### src/rtl/uart_pkg.sv
// Shared state encoding and frame-level constants for the UART transmit path.
package uart_pkg;

   typedef enum logic [2:0] {
      IDLE,
      START,
      DATA,
      PARITY,
      STOP
   } tx_state_t;

   localparam logic PAR_EVEN  = 1'b0;
   localparam logic PAR_ODD   = 1'b1;
   localparam logic START_BIT = 1'b0;
   localparam logic STOP_BIT  = 1'b1;

endpackage

### src/rtl/uart_tx_if.sv
// Host-side handshake and serial-line bundle for uart_tx.
interface uart_tx_if #(
   parameter int DATA_WIDTH = 8
);

   logic [DATA_WIDTH-1:0] p_data;
   logic                  data_valid;
   logic                  par_en;
   logic                  par_typ;
   logic                  tx_out;
   logic                  busy;
   logic                  tx_done;

   modport master (
      output p_data, data_valid, par_en, par_typ,
      input  tx_out, busy, tx_done
   );

   modport slave (
      input  p_data, data_valid, par_en, par_typ,
      output tx_out, busy, tx_done
   );

endinterface

### src/rtl/uart_tx_baud_cnt.sv
// Bit-period divider: counts system clocks within one serial bit and flags the last one.
module uart_tx_baud_cnt #(
   parameter int CLKS_PER_BIT = 16,
   parameter int CNT_W        = $clog2(CLKS_PER_BIT)
) (
   input  logic             uart_tx_clk,
   input  logic             uart_tx_rst,
   input  logic             clear,
   output logic [CNT_W-1:0] count,
   output logic             bit_tick
);

   localparam logic [CNT_W-1:0] LAST_CNT = CNT_W'(CLKS_PER_BIT - 1);

   // Held at zero while the transmitter idles so every frame starts on a fresh bit period
   always_ff @(posedge uart_tx_clk) begin
      if (uart_tx_rst || clear) begin
         count <= '0;
      end else if (count == LAST_CNT) begin
         count <= '0;
      end else begin
         count <= count + 1'b1;
      end
   end

   assign bit_tick = !clear && (count == LAST_CNT);

endmodule

### src/rtl/uart_tx.sv
// UART transmitter: start bit, LSB-first data, optional parity, one stop bit.
// Parity support is compiled in only when UART_TX_PARITY_EN is defined.
module uart_tx #(
   parameter int DATA_WIDTH   = 8,
   parameter int CLKS_PER_BIT = 16
) (
   input logic       uart_tx_clk,
   input logic       uart_tx_rst,
   uart_tx_if.slave  bus
);

   import uart_pkg::*;

   localparam int BIT_W = (DATA_WIDTH > 1) ? $clog2(DATA_WIDTH) : 1;
   localparam int CNT_W = $clog2(CLKS_PER_BIT);
   localparam logic [BIT_W-1:0] LAST_BIT = BIT_W'(DATA_WIDTH - 1);
   localparam logic [CNT_W-1:0] DONE_CNT = CNT_W'(CLKS_PER_BIT - 2);

   tx_state_t             state;
   logic [DATA_WIDTH-1:0] shift_reg;
   logic [BIT_W-1:0]      bit_cnt;
   logic [CNT_W-1:0]      baud_cnt;
   logic                  bit_tick;
   logic                  baud_clear;
   logic                  tx_out_r;
   logic                  busy_r;
   logic                  tx_done_r;

`ifdef UART_TX_PARITY_EN
   logic par_en_r;
   logic par_bit_r;
`else
   logic unused_par_cfg;
   assign unused_par_cfg = ^{bus.par_en, bus.par_typ};
`endif

   assign baud_clear = (state == IDLE);

   uart_tx_baud_cnt #(
      .CLKS_PER_BIT (CLKS_PER_BIT),
      .CNT_W        (CNT_W)
   ) u_baud_cnt (
      .uart_tx_clk (uart_tx_clk),
      .uart_tx_rst (uart_tx_rst),
      .clear       (baud_clear),
      .count       (baud_cnt),
      .bit_tick    (bit_tick)
   );

   // Frame sequencer; tx_out is loaded with the next slot's value on each bit boundary
   always_ff @(posedge uart_tx_clk) begin
      if (uart_tx_rst) begin
         state     <= IDLE;
         shift_reg <= '0;
         bit_cnt   <= '0;
         tx_out_r  <= STOP_BIT;
         busy_r    <= 1'b0;
         tx_done_r <= 1'b0;
`ifdef UART_TX_PARITY_EN
         par_en_r  <= 1'b0;
         par_bit_r <= 1'b0;
`endif
      end else begin
         tx_done_r <= (state == STOP) && (baud_cnt == DONE_CNT);
         case (state)
            IDLE: begin
               if (bus.data_valid) begin
                  shift_reg <= bus.p_data;
                  bit_cnt   <= '0;
                  tx_out_r  <= START_BIT;
                  busy_r    <= 1'b1;
                  state     <= START;
`ifdef UART_TX_PARITY_EN
                  par_en_r  <= bus.par_en;
                  par_bit_r <= (^bus.p_data) ^ (bus.par_typ == PAR_ODD);
`endif
               end
            end
            START: begin
               if (bit_tick) begin
                  tx_out_r <= shift_reg[0];
                  state    <= DATA;
               end
            end
            DATA: begin
               if (bit_tick) begin
                  if (bit_cnt == LAST_BIT) begin
                     bit_cnt <= '0;
`ifdef UART_TX_PARITY_EN
                     if (par_en_r) begin
                        tx_out_r <= par_bit_r;
                        state    <= PARITY;
                     end else begin
                        tx_out_r <= STOP_BIT;
                        state    <= STOP;
                     end
`else
                     tx_out_r <= STOP_BIT;
                     state    <= STOP;
`endif
                  end else begin
                     tx_out_r  <= shift_reg[1];
                     shift_reg <= shift_reg >> 1;
                     bit_cnt   <= bit_cnt + 1'b1;
                  end
               end
            end
`ifdef UART_TX_PARITY_EN
            PARITY: begin
               if (bit_tick) begin
                  tx_out_r <= STOP_BIT;
                  state    <= STOP;
               end
            end
`endif
            STOP: begin
               if (bit_tick) begin
                  busy_r <= 1'b0;
                  state  <= IDLE;
               end
            end
            default: begin
               tx_out_r <= STOP_BIT;
               busy_r   <= 1'b0;
               state    <= IDLE;
            end
         endcase
      end
   end

   assign bus.tx_out  = tx_out_r;
   assign bus.busy    = busy_r;
   assign bus.tx_done = tx_done_r;

endmodule

### src/flat_wrapper.sv
// flat-port wrapper written by rule: the top's interface ports become plain ports
module uart_tx_flat import uart_pkg::*;
#(
   parameter int DATA_WIDTH   = 8,
   parameter int CLKS_PER_BIT = 16
)
  (uart_tx_clk, uart_tx_rst, bus_p_data, bus_data_valid, bus_par_en, bus_par_typ, bus_tx_out, bus_busy, bus_tx_done);
  uart_tx_if #(.DATA_WIDTH(DATA_WIDTH)) bus_i ();
  input logic uart_tx_clk;
  input logic uart_tx_rst;
  input wire logic [$bits(bus_i.p_data)-1:0] bus_p_data;
  input wire logic [$bits(bus_i.data_valid)-1:0] bus_data_valid;
  input wire logic [$bits(bus_i.par_en)-1:0] bus_par_en;
  input wire logic [$bits(bus_i.par_typ)-1:0] bus_par_typ;
  output wire logic [$bits(bus_i.tx_out)-1:0] bus_tx_out;
  output wire logic [$bits(bus_i.busy)-1:0] bus_busy;
  output wire logic [$bits(bus_i.tx_done)-1:0] bus_tx_done;
  assign bus_i.p_data = bus_p_data;
  assign bus_i.data_valid = bus_data_valid;
  assign bus_i.par_en = bus_par_en;
  assign bus_i.par_typ = bus_par_typ;
  assign bus_tx_out = bus_i.tx_out;
  assign bus_busy = bus_i.busy;
  assign bus_tx_done = bus_i.tx_done;
  uart_tx #(.DATA_WIDTH(DATA_WIDTH), .CLKS_PER_BIT(CLKS_PER_BIT)) u_core (.uart_tx_clk(uart_tx_clk), .uart_tx_rst(uart_tx_rst), .bus(bus_i));
endmodule
### config.mk
export PLATFORM = sky130hd
export DESIGN_NAME = uart_tx_flat
export DESIGN_NICKNAME = d
export VERILOG_FILES = /design/src/rtl/uart_pkg.sv /design/src/rtl/uart_tx_if.sv /design/src/rtl/uart_tx_baud_cnt.sv /design/src/rtl/uart_tx.sv /design/src/flat_wrapper.sv
export SDC_FILE = /design/constraint.sdc
export NUM_CORES = 1
export LEC_CHECK = 0
export CORE_ASPECT_RATIO = 0.9
export CORE_MARGIN = 10
export CORE_UTILIZATION = 52
export CTS_CLUSTER_SIZE = 20
export DETAILED_ROUTE_END_ITERATION = 10
export MAX_ROUTING_LAYER = met4
export PLACE_DENSITY = 0.8
export SYNTH_ARGS = -nofsm -noshare
export SYNTH_HDL_FRONTEND = slang
export SYNTH_SLANG_ARGS = --single-unit
### constraint.sdc
create_clock -name uart_tx_clk -period 2.1 [get_ports uart_tx_clk]
set_input_delay 0.21 -clock uart_tx_clk [delete_from_list [all_inputs] [get_ports uart_tx_clk]]
set_output_delay 0.21 -clock uart_tx_clk [all_outputs]
set_load 0.01 [all_outputs]
==> impl_metrics.csv, run 1 <==
group,metric,value,unit
floorplan,ios,16,
global_routing,grtUsageMet1,0.160,
sta,hold_viol_final,0,
sta,slew_headroom,0.585,
placement,place_hpwl,1750,µm
setup_path,cp-start-kind,"flip-flop",
sta,tightest_slew,620,ps
floorplan,dieHeight,63.6,µm
drt,drt-total-wl,2500,µm
setup_path,r2r_setup_slack,170,ps
power_and_ir_drop,p_leak,0.453,nW
cells_and_area,num_antenna_cells,0,
global_routing,grt_pass1_wl,4290,µm
setup_path,worstPathMaxFanout,7,
yosys,ys_ff_latch,21,
sta,fmax,518,MHz
sta,rsz0062_at_grt,"false",
power_and_ir_drop,p_per_area,575,nW/µm²
cts,clk_path_buf_depth,2,
drt,final_antenna_net_count,0,
drt,viasPerCell,6.06,
run_status,status,"completed",
yosys,synth_top_cell_area_share,0.383,
cells_and_area,drive_gt1_frac,0.126,
global_routing,grt_use_met2,0.176,
placement,gp_congestion,0.807,
yosys,synth_ff_type,"dfxtp_1",
sta,post-route-min-period,1930,ps
setup_path,worstPathRequired,2280,ps
cts,tritoncts,"done",
cts,h-tree-depth,1,
floorplan,die-area,4350,µm²
global_routing,grt-ovfl-total,0,
setup_path,crit_type,"reg2reg",
yosys,yosys-top-cells-count,"dfxtp_1 (21), nand2_1 (14), a211oi_1 (9), a21oi_1 (8), nor2_1 (8)",
cts,tritoncts.num_buffers,3,
cts,post_cts_resized,0,
global_routing,grt_usage,0.123,
sta,fin_setup_tns,0,ps
run,drv_cap,0,
cts,clk_pin_slew_worst_paths,130,ps
yosys,ys_seq_area_frac,0.383,
cells_and_area,largest_reg_flops,8,
sta,layout_setup_ws,168,ps
drt,drt_iter0_drc,78,
yosys,synth.net_count,140,
cells_and_area,nNetsFinal,153,
yosys,synth.distinct_cells,37,
drt,drc,0,
cts,postCtsSetupBuffers,0,
cts,hold_buffers,0,
sta,post-route-period-util,0.920,
drt,dr.pass1.iters,4,
sta,hold_ws,467,ps
floorplan,start_util,0.557,
cts,clk_latency,310,ps
min_path,hp-class,"reg2reg",
cells_and_area,syn_to_final_growth,15.8,%
placement,portBuffers,13,
floorplan,die_x,68.5,µm
yosys,synth_area_leaders,"dfxtp_1 (38%), a211oi_1 (6.2%), a311oi_1 (5.6%)",
global_routing,use_met3,0.0424,
drt,vias,969,
global_routing,gr-max-usage-layer,"met2",
yosys,async_flop_share,0,
setup_path,cp.arrival,2120,ps
yosys,synth_area,1100,µm²
yosys,synth_most_common_cell,"dfxtp_1",
sta,setup_viol_count_final,0,
yosys,syn_inst,123,
floorplan,core_area,1970,µm²
cts,cts.sinks,21,
yosys,yosysWarnings,0,
floorplan,num_rows,15,
global_routing,antenna_found_initial,0,
yosys,synth.avg_cell_area,8.93,µm²
global_routing,grt_pass1_vias,910,
setup_path,endpoint_kind,"flip-flop",
power_and_ir_drop,ir_drop,0.454,mV
yosys,synth-edff-count,0,
global_routing,grt_max_degree,16,
yosys,synth_largest_area_cell,"dfxtp_1",
sta,report.final.slew_viol_count,0,
cts,clk_root_buffer_cell,"clkbuf_4",
drt,avgRoutedWirePerCell,15.6,µm
sta,skew,4.68,ps
cells_and_area,nFillCells,183,
placement,place_ws,160,ps
-- logic make-up after synthesis --
group / synth area share
flops: 0.383
simple gates: 0.249
compound gates: 0.235
mux: 0.00911
buf+inv: 0.0547
xor+xnor: 0.0239
fa+ha+maj: 0.0456
-- critical path: stages, from the launching register on --
cell and delay [ps]:
dfxtp_1 350, ha_1 200, ha_1 250, or4b_4 530, o21ai_2 330, a311oi_1 160
-- layout by cell type (no fill, tap or decap), types with 3 or more instances in the layout --
| cell | netlist | final |
|---|---|---|
| a211oi_1 | 9 | 9 |
| a21oi_1 | 8 | 8 |
| a311oi_1 | 7 | 7 |
| buf_4 | 0 | 4 |
| clkbuf_4 | 0 | 3 |
| clkdlybuf4s50_1 | 0 | 13 |
| dfxtp_1 | 21 | 21 |
| ha_1 | 4 | 4 |
| inv_1 | 4 | 4 |
| nand2_1 | 14 | 14 |
| nand3_1 | 6 | 6 |
| nor2_1 | 8 | 8 |
| nor3_1 | 3 | 3 |
| o211ai_1 | 4 | 4 |
-- final timing paths --
check | start | to | depth (start not counted)
hold / removal | u_core.bus.busy$_SDFFE_PP0P_ | u_core.bus.busy$_SDFFE_PP0P_ | 2
setup reg to reg | u_core.bit_cnt[0]$_SDFFE_PP0P_ | u_core.shift_reg[0]$_SDFFE_PP0P_ | 5
setup / recovery | u_core.bit_cnt[0]$_SDFFE_PP0P_ | u_core.shift_reg[0]$_SDFFE_PP0P_ | 5
hold reg to reg | u_core.bus.busy$_SDFFE_PP0P_ | u_core.bus.busy$_SDFFE_PP0P_ | 2
-- per-layer routing --
| layer | part of all wire | vias up |
|---|---|---|
| li1 | - | 483 |
| met1 | 0.49 | 468 |
| met2 | 0.47 | 16 |
| met3 | 0.036 | 2 |
| met4 | 0.0076 | 0 |
| met5 | 0 | - |
-- area by class of cell --
cell class                 count  area [µm²]  share of cell area
tap                           25        31.3              0.0246
multi-input combinational     89         618               0.486
timing repair buffer          17         160               0.126
sequential                    21         420               0.330
inverter                       4        15.0              0.0118
clock buffer                   3        22.5              0.0177
clock inverter                 1        5.00             0.00393
-- power by group --
group / internal [mW] / switching (mW)
combinational: 0.0538 / 0.0441
sequential: 0.417 / 0.0138
clock: 0.0711 / 0.131
-- metrics by stage --
step / area [µm²] / std cells / power [mW] / utilization
after floorplan: 1100 / 123 / 0.497 / -
after global placement: 1240 / 156 / 0.533 / 0.632
after detailed placement: 1240 / 156 / 0.537 / 0.632
after CTS: 1270 / 160 / 0.733 / 0.646
after global routing: 1270 / 160 / 0.763 / 0.646
final: 1270 / 160 / 0.731 / 0.646
Power figures use the tool's default switching activity.
==> inputs of run 2 (changes only) <==
Settings changed: ABC_AREA set to 1, CORE_UTILIZATION 52 to 30, CTS_BUF_LIST set to sky130_fd_sc_hd__clkbuf_16, PLACE_DENSITY 0.8 to 0.52.
==> impl_metrics.csv, run 2 <==
group,metric,value,unit
power_and_ir_drop,p_clk_frac,0.241,
drt,vias,968,
sta,post-route-min-period,1630,ps
cells_and_area,largest_reg_flops,8,
cells_and_area,final_cells,207,
yosys,ys_seq_area_frac,0.395,
setup_path,worstPathRequired,2250,ps
sta,skew,4.86,ps
power_and_ir_drop,ir_drop,0.357,mV
power_and_ir_drop,combPwrFrac,0.397,
cts,tritoncts.num_buffers,3,
run,drv_cap,0,
yosys,synth_area,1060,µm²
placement,dpl_cell_area,1230,µm²
yosys,synth_ff_type,"dfxtp_1",
drt,final_antenna_net_count,0,
sta,tightest_slew,315,ps
cells_and_area,mostFrequentLayoutCell,"nand2_1",
placement,gp_congestion,0.778,
sta,fin_setup_tns,0,ps
global_routing,grt_usage,0.0760,
placement,place_ws,476,ps
cts,postCtsSetupBuffers,0,
floorplan,dieHeight,76.5,µm
cts,clk_root_buffer_cell,"clkbuf_16",
placement,portBuffers,13,
sta,layout_setup_ws,469,ps
cts,tritoncts,"done",
placement,place_hpwl,1790,µm
cells_and_area,syn_to_final_growth,22.7,%
sta,fmax,613,MHz
sta,report.final.slew_viol_count,0,
cts,hold_buffers,0,
sta,setup_viol_count_final,0,
yosys,synth_most_common_cell,"nand2_1",
cts,clk_latency,250,ps
drt,drt-met1-wl,1200,µm
drt,viasPerCell,4.68,
floorplan,core_area,3400,µm²
yosys,synth.avg_cell_area,7.15,µm²
yosys,syn_inst,149,
setup_path,cp.arrival,1780,ps
setup_path,cp-start-kind,"flip-flop",
floorplan,num_rows,20,
floorplan,ios,16,
power_and_ir_drop,p_sw,652,µW
cells_and_area,nNetsFinal,181,
drt,dr_wl_met2,1070,µm
yosys,synth.distinct_cells,22,
yosys,synth.net_count,166,
power_and_ir_drop,p_per_area,1270,nW/µm²
cells_and_area,final_util,0.384,
floorplan,die-area,6340,µm²
global_routing,grt-ovfl-total,0,
cts,post_cts_resized,0,
drt,drt_iter0_drc,73,
power_and_ir_drop,p_int,1.01,mW
placement,place_inst,203,
setup_path,endpoint_kind,"flip-flop",
setup_path,crit_path_max_incr_delay,350,ps
yosys,async_flop_share,0,
power_and_ir_drop,p_leak,0.578,nW
yosys,synth-edff-count,0,
drt,avgRoutedWirePerCell,11.7,µm
sta,slew_headroom,0.789,
power_and_ir_drop,power,1.66,mW
cts,h-tree-depth,1,
cells_and_area,num_antenna_cells,0,
power_and_ir_drop,p_seq_frac,0.362,
setup_path,crit_type,"reg2reg",
drt,highest_layer,"met4",
sta,hold_viol_final,0,
power_and_ir_drop,swShare,0.392,
global_routing,antenna_found_initial,0,
yosys,ys_ff_latch,21,
setup_path,path_cells,"nor2_4 > nand2_2 > inv_2 > nand2_1 > nand2_4 > nand2_4 > nand2_1 > a21oi_1",
drt,drt-total-wl,2420,µm
cells_and_area,layout_common_cells,"nand2_1 (39), dfxtp_1 (21), nor2_1 (20)",
min_path,hp-class,"reg2reg",
yosys,synth_top_cell_area_share,0.395,
sta,hold_ws,458,ps
cells_and_area,fin_area,1310,µm²
global_routing,grt_max_degree,14,
yosys,synth_largest_area_cell,"dfxtp_1",
setup_path,worstPathMaxFanout,13,
yosys,yosys-top-cells-count,"nand2_1 (39), dfxtp_1 (21), nor2_1 (20), nand3_1 (17), a21oi_1 (15)",
cts,cts.sinks,21,
drt,dr.pass1.iters,4,
cts,clk_path_buf_depth,2,
floorplan,start_util,0.313,
yosys,synth_area_leaders,"dfxtp_1 (39%), nand2_1 (14%), nand3_1 (8.0%)",
cells_and_area,drive_gt1_frac,0.0982,
global_routing,grt_pass1_vias,881,
yosys,yosysWarnings,0,
setup_path,cp_slowest_cell,"dfxtp_1",
cts,clk_pin_slew_worst_paths,60,ps
sta,post-route-period-util,0.777,
run_status,status,"completed",
drt,wl_met3,89,µm
global_routing,grt_pass1_wl,4000,µm
floorplan,die_x,82.8,µm
sta,rsz0062_at_grt,"false",
drt,drc,0,
-- run 2: final cells by class --
cell class,instances,area [µm²]
clock buffer,3,75.1
clock inverter,1,3.75
fill,380,2100
inverter,11,41.3
multi-input combinational,113,573
sequential,21,420
tap,44,55.1
timing repair buffer,14,138
-- run 2: cell families after synthesis --
logic type      synth area share
xor+xnor                  0.0165
simple gates               0.373
fa+ha+maj                 0.0470
flops                      0.395
buf+inv                   0.0670
compound gates             0.102
-- run 2: final timing paths --
check	startpoint	to	slack, ps	cells after the start
max	u_core.state[2]$_SDFFE_PP0P_	u_core.shift_reg[7]$_SDFFE_PP0P_	470	8
min	u_core.u_baud_cnt.count[0]$_SDFF_PP0_	u_core.u_baud_cnt.count[0]$_SDFF_PP0_	460	1
max reg2reg	u_core.state[2]$_SDFFE_PP0P_	u_core.shift_reg[7]$_SDFFE_PP0P_	470	8
min reg2reg	u_core.u_baud_cnt.count[0]$_SDFF_PP0_	u_core.u_baud_cnt.count[0]$_SDFF_PP0_	460	1
-- run 2: layer usage --
layer | track usage | vias up
met5 | - | -
met3 | 0.0171 | 7
li1 | - | 508
met2 | 0.117 | 23
met1 | 0.0894 | 430
met4 | 0.0425 | 0
-- run 2: critical path, delay by kind of cell, from the launching register on --
kind / cells / cell delay, ps
compound gates: 1 / 60
flops: 1 / 350
simple gates: 6 / 860
buf+inv: 1 / 250
-- run 2: power groups by stage --
stage	combinational (mW)	clock, mW	sequential (mW)
4_1_cts	0.659	0.405	0.602
5_1_grt	0.751	0.423	0.619
3_5_place_dp	0.654	0	0.610
3_3_place_gp	0.647	0	0.605
6_report	0.661	0.401	0.601
2_1_floorplan	0.518	0	0.600
==> inputs of run 3 (changes only) <==
Settings changed: PLACE_DENSITY 0.52 to 0.54.
Clock period 2.1 ns to 1.5 ns, I/O delays scaled along.
==> impl_metrics.csv, run 3 (synthesis gave the netlist of run 2 again) <==
group,metric,value,unit
run_status,status,"completed",
placement,gp_congestion,0.815,
floorplan,dieHeight,76.5,µm
placement,place_inst,208,
drt,vias,969,
sta,post-route-period-util,0.918,
cts,clk_root_buffer_cell,"clkbuf_16",
run,drv_cap,0,
setup_path,endpoint_kind,"flip-flop",
global_routing,grt_max_degree,13,
global_routing,grt_pass1_wl,4240,µm
power_and_ir_drop,p_leak,0.611,nW
power_and_ir_drop,ir_drop,0.471,mV
cells_and_area,layout_common_cells,"nand2_1 (39), nor2_1 (19), nand3_1 (17)",
global_routing,antenna_found_initial,0,
setup_path,crit_type,"reg2reg",
placement,portBuffers,13,
power_and_ir_drop,p_per_area,1770,nW/µm²
setup_path,cp-start-kind,"flip-flop",
cts,tritoncts.num_buffers,3,
sta,fin_setup_tns,0,ps
cts,clk_path_buf_depth,2,
sta,slew_headroom,0.845,
sta,post-route-min-period,1380,ps
cells_and_area,syn_to_final_growth,30.2,%
global_routing,grt-ovfl-total,0,
cts,tritoncts,"done",
drt,viasPerCell,4.55,
floorplan,core_area,3400,µm²
cells_and_area,nNetsFinal,187,
floorplan,start_util,0.313,
drt,avgRoutedWirePerCell,11.3,µm
sta,hold_viol_final,0,
cts,cts.sinks,21,
cells_and_area,drive_gt1_frac,0.178,
setup_path,worstPathMaxFanout,9,
drt,final_antenna_net_count,0,
floorplan,die-area,6340,µm²
sta,setup_viol_count_final,0,
drt,dr.pass1.iters,4,
sta,tightest_slew,233,ps
cells_and_area,mostFrequentLayoutCell,"nand2_1",
placement,place_hpwl,1820,µm
sta,fmax,726,MHz
setup_path,cp.arrival,1520,ps
cts,clk_pin_slew_worst_paths,60,ps
cells_and_area,largest_reg_flops,8,
global_routing,grt_pass1_vias,939,
sta,rsz0062_at_grt,"false",
global_routing,grt_usage,0.0801,
sta,report.final.slew_viol_count,0,
min_path,hp-class,"reg2reg",
cts,h-tree-depth,1,
cells_and_area,num_antenna_cells,0,
cells_and_area,final_cells,213,
sta,skew,1.33,ps
floorplan,die_x,82.8,µm
setup_path,worstPathRequired,1650,ps
drt,drc,0,
drt,drt_iter0_drc,74,
floorplan,ios,16,
floorplan,num_rows,20,
cts,clk_latency,260,ps
drt,drt-total-wl,2400,µm
==> run 3: changes by cell type in the layout (fill, tap and decap cells not counted), sizes merged <==
cell    change
buf         +6
clkinv      +1
inv         -1
==> run 3: path summary, 6_finish.rpt <==
path / start / end / slack, ps / depth (start not counted)
hold / removal: u_core.shift_reg[4]$_SDFFE_PP0P_ / u_core.shift_reg[4]$_SDFFE_PP0P_ / 460 / 2
setup / recovery: u_core.bit_cnt[0]$_SDFFE_PP0P_ / u_core.shift_reg[7]$_SDFFE_PP0P_ / 120 / 8
hold reg to reg: u_core.shift_reg[4]$_SDFFE_PP0P_ / u_core.shift_reg[4]$_SDFFE_PP0P_ / 460 / 2
setup reg to reg: u_core.bit_cnt[0]$_SDFFE_PP0P_ / u_core.shift_reg[7]$_SDFFE_PP0P_ / 120 / 8
==> run 3: metal layers <==
layer	GRT usage	routed length [µm]	up-vias
li1	-	-	521
met5	-	0	-
met1	0.0890	1160	430
met2	0.134	1150	13
met4	0.0306	29	0
met3	0.0203	67	5
==> run 3: worst max-delay path, stage by stage, from the launching register on <==
cell and delay (ps):
dfxtp_2 330, ha_1 190, ha_1 210, inv_1 60, nand2_1 90, nand2_4 150
nand2_4 100, nand2_1 70, a21oi_1 50
==> run 3: cell type report <==
type                            instances  area, µm²
Fill cell                             375       2020
Multi-Input combinational cell        113        588
Sequential cell                        21        427
Timing Repair Buffer                   20        195
Clock buffer                            3       75.1
Tap cell                               44       55.1
Inverter                               11       41.3
Clock inverter                          1       5.00
==> run 3: what timing repair did <==
action,4_1_cts,5_1_grt
buffers inserted,0,1
setup endpoints to repair,0,10
gates resized for setup,0,8
hold endpoints to repair,0,0
hold buffers,0,0
==> run 3: power by group <==
part           leakage (nW)  internal, mW  switching [mW]
clock network        0.0409         0.358           0.214
registers             0.174         0.733           0.125
logic                 0.396         0.422           0.594
==> run 3: through the flow <==
stage / setup slack (ps) / hold WS, ps / util / cell area [µm²] / total power, mW
floorplan: 189 / 219 / - / 1060 / 1.57
global placement: 13.5 / 449 / 0.372 / 1260 / 1.78
detailed placement: -14.7 / 453 / 0.372 / 1260 / 1.81
CTS: 50.5 / 463 / 0.395 / 1350 / 2.39
global route: 14.0 / 486 / 0.407 / 1390 / 2.66
finish: 124 / 460 / 0.407 / 1390 / 2.45
